File: src/rtl/nn_pkg.sv
// Shared defaults, accumulator sizing and FSM state encoding for the layer sequencer.
package nn_pkg;

   localparam int unsigned N_DEF = 10;
   localparam int unsigned Q_DEF = 9;

   typedef enum logic [2:0] {
      IDLE,
      MAC,
      BIAS,
      OUT,
      DONE
   } state_t;

   // Wide enough to sum NI full products plus an aligned bias without wrapping
   function automatic int unsigned acc_width(input int unsigned n, input int unsigned ni);
      return 2 * n + $clog2(ni) + 2;
   endfunction

   // Address widths stay at least one bit so single-entry memories still get a port
   function automatic int unsigned addr_width(input int unsigned depth);
      return (depth > 1) ? $clog2(depth) : 1;
   endfunction

endpackage

File: src/rtl/mac_sat.sv
// Multiply-accumulate datapath: product, accumulator, bias alignment, shift and clamp.
// Optional ReLU on the result is enabled by defining LAYER_SEQ_RELU_EN.
module mac_sat
   import nn_pkg::*;
#(
   parameter int unsigned N  = N_DEF,
   parameter int unsigned Q  = Q_DEF,
   parameter int unsigned NI = 4
) (
   input  logic                clk,
   input  logic                rst,
   input  logic                clr,
   input  logic                acc_en,
   input  logic                bias_en,
   input  logic signed [N-1:0] x_data,
   input  logic signed [N-1:0] w_data,
   input  logic signed [N-1:0] b_data,
   output logic        [N-1:0] y_data
);

   localparam int unsigned AW = acc_width(N, NI);
   localparam logic signed [AW-1:0] SMAX = AW'((64'd1 << (N - 1)) - 64'd1);
   localparam logic signed [AW-1:0] SMIN = -SMAX - AW'(1);

   logic signed [2*N-1:0] prod;
   logic signed [AW-1:0]  prod_ext;
   logic signed [AW-1:0]  bias_al;
   logic signed [AW-1:0]  acc;
   logic signed [AW-1:0]  acc_sum;
   logic signed [AW-1:0]  shifted;
   logic        [N-1:0]   sat_val;
   logic        [N-1:0]   res;

   always_comb begin
      prod     = x_data * w_data;
      prod_ext = {{(AW - 2 * N){prod[2*N-1]}}, prod};
      bias_al  = {{(AW - N){b_data[N-1]}}, b_data} <<< Q;
      acc_sum  = acc + prod_ext + bias_al;
      shifted  = acc_sum >>> Q;
      if (shifted > SMAX) begin
         sat_val = SMAX[N-1:0];
      end else if (shifted < SMIN) begin
         sat_val = SMIN[N-1:0];
      end else begin
         sat_val = shifted[N-1:0];
      end
`ifdef LAYER_SEQ_RELU_EN
      res = sat_val[N-1] ? '0 : sat_val;
`else
      res = sat_val;
`endif
   end

   always_ff @(posedge clk) begin
      if (rst) begin
         acc    <= '0;
         y_data <= '0;
      end else if (clr) begin
         acc <= '0;
      end else if (bias_en) begin
         acc    <= acc_sum;
         y_data <= res;
      end else if (acc_en) begin
         acc <= acc + prod_ext;
      end
   end

endmodule

File: src/rtl/layer_sequencer.sv
// Sequences one fully-connected layer: per neuron NI MAC cycles, bias, then output strobe.
// Optional ReLU output (inside mac_sat) is enabled by defining LAYER_SEQ_RELU_EN.
module layer_sequencer
   import nn_pkg::*;
#(
   parameter int unsigned N  = N_DEF,
   parameter int unsigned Q  = Q_DEF,
   parameter int unsigned NI = 4,
   parameter int unsigned NN = 2
) (
   input  logic                          clk,
   input  logic                          rst,
   input  logic                          start,
   output logic [addr_width(NI)-1:0]     x_addr,
   input  logic [N-1:0]                  x_data,
   output logic [addr_width(NI*NN)-1:0]  w_addr,
   input  logic [N-1:0]                  w_data,
   output logic [addr_width(NN)-1:0]     b_addr,
   input  logic [N-1:0]                  b_data,
   output logic                          y_valid,
   output logic [addr_width(NN)-1:0]     y_addr,
   output logic [N-1:0]                  y_data,
   output logic                          busy,
   output logic                          done
);

   localparam int unsigned XW = addr_width(NI);
   localparam int unsigned WW = addr_width(NI * NN);
   localparam int unsigned BW = addr_width(NN);
   localparam logic [XW-1:0] K_LAST = XW'(NI - 1);
   localparam logic [BW-1:0] N_LAST = BW'(NN - 1);

   state_t        state, state_n;
   logic [XW-1:0] k;
   logic [BW-1:0] neuron;
   logic          clr, acc_en, bias_en;

   always_ff @(posedge clk) begin
      if (rst) begin
         state  <= IDLE;
         k      <= '0;
         neuron <= '0;
         y_addr <= '0;
      end else begin
         state <= state_n;
         case (state)
            IDLE: begin
               if (start) begin
                  k      <= '0;
                  neuron <= '0;
               end
            end
            MAC:  k <= (k == K_LAST) ? '0 : k + XW'(1);
            BIAS: y_addr <= neuron;
            OUT:  neuron <= (neuron == N_LAST) ? '0 : neuron + BW'(1);
            default: ;
         endcase
      end
   end

   always_comb begin
      state_n = state;
      clr     = 1'b0;
      acc_en  = 1'b0;
      bias_en = 1'b0;
      busy    = 1'b0;
      done    = 1'b0;
      y_valid = 1'b0;
      case (state)
         IDLE: begin
            if (start) begin
               state_n = MAC;
               clr     = 1'b1;
            end
         end
         MAC: begin
            busy = 1'b1;
            // data returning in this cycle belongs to k-1, so k=0 has nothing yet
            acc_en = (k != '0);
            if (k == K_LAST) state_n = BIAS;
         end
         BIAS: begin
            busy    = 1'b1;
            bias_en = 1'b1;
            state_n = OUT;
         end
         OUT: begin
            busy    = 1'b1;
            y_valid = 1'b1;
            clr     = 1'b1;
            state_n = (neuron == N_LAST) ? DONE : MAC;
         end
         DONE: begin
            done    = 1'b1;
            state_n = IDLE;
         end
         default: state_n = IDLE;
      endcase
   end

   always_comb begin
      x_addr = k;
      w_addr = WW'(32'(neuron) * NI + 32'(k));
      b_addr = neuron;
   end

   mac_sat #(
      .N (N),
      .Q (Q),
      .NI(NI)
   ) u_mac_sat (
      .clk    (clk),
      .rst    (rst),
      .clr    (clr),
      .acc_en (acc_en),
      .bias_en(bias_en),
      .x_data (x_data),
      .w_data (w_data),
      .b_data (b_data),
      .y_data (y_data)
   );

endmodule

File: config.mk
export PLATFORM = sky130hd
export DESIGN_NAME = layer_sequencer
export DESIGN_NICKNAME = d
export VERILOG_FILES = /design/src/rtl/nn_pkg.sv /design/src/rtl/mac_sat.sv /design/src/rtl/layer_sequencer.sv
export SDC_FILE = /design/constraint.sdc
export NUM_CORES = 1
export LEC_CHECK = 0
export BUFFER_PORTS_ARGS = -buffer_cell sky130_fd_sc_hd__buf_2
export CAP_MARGIN = 5
export CORE_ASPECT_RATIO = 1.1
export CORE_MARGIN = 3
export CORE_UTILIZATION = 25
export CTS_CLUSTER_DIAMETER = 120
export DETAILED_ROUTE_END_ITERATION = 6
export GPL_TIMING_DRIVEN = 0
export PLACE_DENSITY = 0.42
export SYNTH_ARGS = -nofsm -noshare
export SYNTH_HDL_FRONTEND = slang
export SYNTH_SLANG_ARGS = --single-unit
export TNS_END_PERCENT = 1
File: constraint.sdc
create_clock -name clk -period 8.75 [get_ports clk]
set_clock_uncertainty 0.05 [all_clocks]
set_input_delay 0.875 -clock clk [delete_from_list [all_inputs] [get_ports clk]]
set_output_delay 0.875 -clock clk [all_outputs]
set_load 0.01 [all_outputs]
==> results.sh, run 1 <==
export IMPL_cap_viol_max_count=0
export IMPL_synth_flop_cell="dfxtp_1"
export IMPL_critPathLaunchType="primary input"
export IMPL_num_fill_cells=3395
export IMPL_drt_iter0_drc=160
export IMPL_clk_pin_slew_ns=0.07
export IMPL_cts_tree="yes"
export IMPL_hold_class="flop to flop"
export IMPL_fin_tns_setup_ns=0
export IMPL_crit_arrival_ns=8.47
export IMPL_totalWireLength_mm=19.14
export IMPL_gp_congestion=0.7955
export IMPL_clk_path_buf_depth=2
export IMPL_core_area_mm2=0.03051
export IMPL_syn_num_nets=1129
export IMPL_drc=0
export IMPL_die_y_um=190.9
export IMPL_critPathRequiredTime_ns=8.93
export IMPL_postCtsHoldBufs=0
export IMPL_first_pass_iters=4
export IMPL_rsz0062_at_grt="false"
export IMPL_slowest_stage="fa_2"
export IMPL_ys_top_cells_by_count="inv_1, fa_1, nand2_1"
export IMPL_slew_violations=0
export IMPL_start_util=0.2546
export IMPL_grt_max_degree=16
export IMPL_cts_root_buf="clkbuf_16"
export IMPL_synth_top_area_cell="fa_1"
export IMPL_critPathMaxStageDelay_ns=0.65
export IMPL_synth_area_per_cell_um2=8.729
export IMPL_max_freq_mhz=120.6
export IMPL_synth_area_mm2=0.007769
export IMPL_dp_cells=1340
export IMPL_synth_seq_area_share=0.1057
export IMPL_grt_usage=0.1233
export IMPL_io_pins=53
export IMPL_stdcell_count=1348
export IMPL_synth_seq_cells=41
export IMPL_synth_top_family_by_area="adder cells"
export IMPL_cts_buffers=5
export IMPL_hold_violations=0
export IMPL_synthXorXnorAreaFrac=0.03624
export IMPL_yosysTopAreaCellShare=0.3221
export IMPL_std_cell_rows=67
export IMPL_synth_fa_ha_area_frac=0.4526
export IMPL_synth_area_top_cells="fa_1, ha_1, dfxtp_1, inv_1, nand2_1"
export IMPL_grt_overflow_total=0
export IMPL_nets=1172
export IMPL_clock_sinks=41
export IMPL_synth_edf_count=0
export IMPL_num_vias=5732
export IMPL_area_delta_synth_final_pct=11.48
export IMPL_hpwl_mm=16.67
export IMPL_yosys_area_share_simple=0.1512
export IMPL_final_setup_viol_count=0
export IMPL_antenna_found_initial=0
export IMPL_synth_mux_area_frac=0.008214
export IMPL_yosys_cell_count_top_type="inv_1"
export IMPL_final_core_util=0.2838
export IMPL_yosys_warnings=0
export IMPL_port_buffers=36
export IMPL_worst_slew_pin_slew_ns=0.8445
export IMPL_crit_top_cell="fa_1"
export IMPL_setup_worst_path_class="primary input to flop"
export IMPL_synth_cell_type_count=67
export IMPL_grt_pass1_wl_mm=33.79
export IMPL_synth_compound_area_share=0.1422
export IMPL_cp_max_fo=10
export IMPL_antenna_diode_count=0
export IMPL_cts_max_level=2
export IMPL_setup_worst_path_end_class="flop"
export IMPL_dieArea_mm2=0.03323
export IMPL_ys_async_sr_fraction=0
export IMPL_post_route_min_period_ns=8.294
export IMPL_outcome="finished, final reports clean"
export IMPL_netlist_instances=890
export IMPL_fin_crit_sh=0.9479
export IMPL_viasPerCell=4.252
export IMPL_fp_dieW_um=174.1
export IMPL_clk_latency_ns=0.29
export IMPL_ant_nets=0
export IMPL_wire_per_inst_um=14.20
export IMPL_grt_pass1_vias=6232
export IMPL_post_route_cells_drive_above_1_share=0.1081
export IMPL_relSlewSlack=0.4349
==> cells in the final DEF, fill, tap and decap left out, types with 3 or more instances in the layout <==
cell       synthesis  layout
a211oi_1           8       8
a211oi_2           4       4
a21o_1            11      11
a21oi_1           46      45
a21oi_2            2       3
a22oi_1            6       6
a31oi_1            5       4
and2_1            41      41
buf_2              0      36
buf_4              5       6
clkbuf_1          30      15
clkbuf_16          0       5
clkbuf_2           0      14
dfxtp_1           41      41
fa_1             125     124
ha_1              81      81
inv_1            171     171
mux2_2             3       3
mux2i_1            3       3
nand2_1          107     106
nand2b_1          11      11
nand3_1            5       5
nor2_1            52      52
nor2b_1           10      10
nor3_1             9       9
o21a_1             6       6
o21ai_0           21      21
o21ai_1            3       3
o21bai_1           4       4
o221a_1            3       3
o22ai_2            6       6
o31ai_1            3       3
xnor2_1           20      18
xnor2_2            1       3
xor2_1             5       5
==> final cells by class <==
type,count,area [µm²],area share
Timing Repair Buffer,37,187.7,0.02167
Sequential cell,41,820.8,0.09477
Clock buffer,5,125.1,0.01445
Inverter,171,641.9,0.07411
Clock inverter,3,17.52,0.002023
Buffer,36,178.9,0.02066
Multi-Input combinational cell,641,6171,0.7125
Tap cell,414,518.0,0.05981
==> cell families (layout without fill, tap and decap cells) <==
family,after synthesis,in the layout
buffers and inverters,208,252
XOR/XNOR,28,28
AO/OA/AOI/OAI,152,152
flip-flops,41,41
multiplexers,6,6
AND/OR/NAND/NOR,249,249
adder cells (fa/ha/maj),206,206
==> final timing paths <==
check,from,slack [ns],cells after the start,endpoint
worst max-delay path,w_data[1],0.46,27,u_mac_sat.y_data[7]
worst max register to register,u_mac_sat.acc[9],1.99,23,u_mac_sat.y_data[7]
worst min register to register,y_addr,0.40,2,y_addr
worst min-delay path,y_addr,0.40,2,y_addr
==> critical path: cells and delay by family <==
kind | cells | cell delay (ns)
simple gates | 3 | 0.54
xor+xnor | 2 | 0.65
compound gates | 10 | 2.48
fa+ha+maj | 7 | 3.33
buf+inv | 5 | 0.57
==> stage by stage <==
stage	area (µm²)	setup slack, ns	hold slack, ns
global route	8661	0.03755	0.4354
detailed placement	8467	-0.4391	0.3996
finish	8661	0.4558	0.4018
CTS	8613	0.05763	0.4070
floorplan	7769	0.6978	0.3862
global placement	8467	-0.4448	0.3946
==> registers in the layout, summed over array words and instances, names as in the netlist <==
name and flops:
u_mac_sat.acc 24, u_mac_sat.y_data 10, state 3, x_addr 2, b_addr 1, y_addr 1
==> layer usage <==
| metal | track usage | part of all wire | vias up |
|---|---|---|---|
| met4 | 0.01640 | 0.0067 | 0 |
| li1 | - | - | 2916 |
| met5 | 0 | 0 | - |
| met1 | 0.1809 | 0.51 | 2751 |
| met3 | 0.006969 | 0.017 | 7 |
| met2 | 0.2057 | 0.46 | 58 |
==> timing repair <==
item,4_1_cts,5_1_grt
pin swaps,0,1
endpoints found under the hold margin,0,0
gates resized for setup,3,28
endpoints found under the setup margin,9,11
setup buffers,0,1
Power of run 1 is not shown: default switching activity piles up to over one toggle a cycle in this logic, so the estimate is an artifact.
==> inputs of run 2 (changes only) <==
- MAX_ROUTING_LAYER: unset -> met4
==> results.sh, run 2 (same netlist as run 1, synthesis figures left out) <==
export IMPL_cts_buffers=5
export IMPL_cap_viol_max_count=0
export IMPL_crit_top_cell="fa_1"
export IMPL_hpwl_mm=16.67
export IMPL_gp_congestion=0.8068
export IMPL_grt_overflow_total=0
export IMPL_dp_cells=1340
export IMPL_viasPerCell=4.255
export IMPL_fin_area_mm2=0.008661
export IMPL_post_route_min_period_ns=8.300
export IMPL_reg2reg_from="u_mac_sat.acc[13]"
export IMPL_setup_worst_path_end_class="flop"
export IMPL_area_delta_synth_final_pct=11.48
export IMPL_clk_latency_ns=0.29
export IMPL_hold_violations=0
export IMPL_fp_dieW_um=174.1
export IMPL_critPathMaxStageDelay_ns=0.65
export IMPL_cts_max_level=2
export IMPL_relSlewSlack=0.4373
export IMPL_dieArea_mm2=0.03323
export IMPL_drt_iter0_drc=139
export IMPL_grt_max_degree=16
export IMPL_postCtsHoldBufs=0
export IMPL_final_setup_viol_count=0
export IMPL_hold_class="flop to flop"
export IMPL_critPathRequiredTime_ns=8.93
export IMPL_ant_nets=0
export IMPL_die_y_um=190.9
export IMPL_grt_pass1_vias=6235
export IMPL_layout_commonest_cell="inv_1"
export IMPL_totalWireLength_mm=19.17
export IMPL_antenna_found_initial=0
export IMPL_drc=0
export IMPL_cts_root_buf="clkbuf_16"
export IMPL_slowest_stage="fa_2"
export IMPL_grt_usage=0.1269
export IMPL_final_cell_mix="inv_1, fa_1, nand2_1"
export IMPL_start_util=0.2546
export IMPL_fin_crit_sh=0.9486
export IMPL_worst_slew_pin_slew_ns=0.8409
export IMPL_max_freq_mhz=120.5
export IMPL_largest_register_ffs=24
export IMPL_setup_worst_path_class="primary input to flop"
export IMPL_crit_buf_inv=5
export IMPL_clk_path_buf_depth=2
export IMPL_stdcell_count=1348
export IMPL_crit_family="adder cells"
export IMPL_top_register="u_mac_sat.acc"
export IMPL_min_from="y_addr"
export IMPL_critPathLaunchType="primary input"
export IMPL_first_pass_iters=4
export IMPL_cp_startpoint="w_data[1]"
export IMPL_cp_max_fo=10
export IMPL_clk_pin_slew_ns=0.07
export IMPL_top_regs="u_mac_sat.acc (24), u_mac_sat.y_data (10), state (3)"
export IMPL_cts_tree="yes"
export IMPL_post_route_cells_drive_above_1_share=0.1081
export IMPL_nets=1172
export IMPL_port_buffers=36
export IMPL_clock_sinks=41
export IMPL_grt_pass1_wl_mm=33.78
export IMPL_dpl_instance_area_mm2=0.008467
export IMPL_antenna_diode_count=0
export IMPL_io_pins=53
export IMPL_num_fill_cells=3395
export IMPL_wire_per_inst_um=14.22
export IMPL_std_cell_rows=67
export IMPL_outcome="finished, final reports clean"
export IMPL_core_area_mm2=0.03051
export IMPL_slew_violations=0
export IMPL_num_vias=5736
export IMPL_crit_arrival_ns=8.48
export IMPL_rsz0062_at_grt="false"
==> run 2: cell counts in the layout (fill, tap and decap cells not counted) <==
No cell type changed its count.
==> run 2: what timing repair did <==
action	CTS	global route
gates resized for setup	3	28
endpoints found under the setup margin	9	11
pin swaps	0	1
setup buffers	0	1
==> run 2: worst min-delay path: stages, from the launching register on <==
cell and delay [ns]:
dfxtp_1 0.30, nand2_1 0.05, a21oi_1 0.05
==> run 2: worst paths after layout <==
path                                             to  slack, ns  cells after the start
worst max-delay path            u_mac_sat.y_data[7]       0.45                     27
worst min-delay path                         y_addr       0.40                      2
worst max register to register  u_mac_sat.y_data[7]       1.99                     25
worst min register to register               y_addr       0.40                      2
==> run 2: final cells by class <==
type,count,area [µm²],area share
clock inverters,3,17.52,0.002023
repair buffers,37,187.7,0.02167
flip-flops and latches,41,820.8,0.09477
clock buffers,5,125.1,0.01445
multi-input cells,641,6171,0.7125
plain buffers,36,178.9,0.02066
well taps,414,518.0,0.05981
inverters,171,641.9,0.07411
==> run 2: metrics by stage <==
step / setup slack (ns) / hold slack (ns) / setup TNS, ns / utilization
after floorplan: 0.6978 / 0.3862 / 0 / -
after detailed placement: -0.4391 / 0.3996 / -3.905 / 0.2775
after global placement: -0.4448 / 0.3946 / -3.842 / 0.2775
final: 0.4499 / 0.4010 / 0 / 0.2838
after global routing: 0.03756 / 0.4354 / 0 / 0.2838
after CTS: 0.05763 / 0.4070 / 0 / 0.2823
==> run 2: layer usage <==
metal,GRT usage,share of wire
met3,0.006571,0.021
met2,0.2057,0.46
met5,-,0
met4,0.01640,0.0065
met1,0.1810,0.51
Power of run 2 is left out for the same reason.
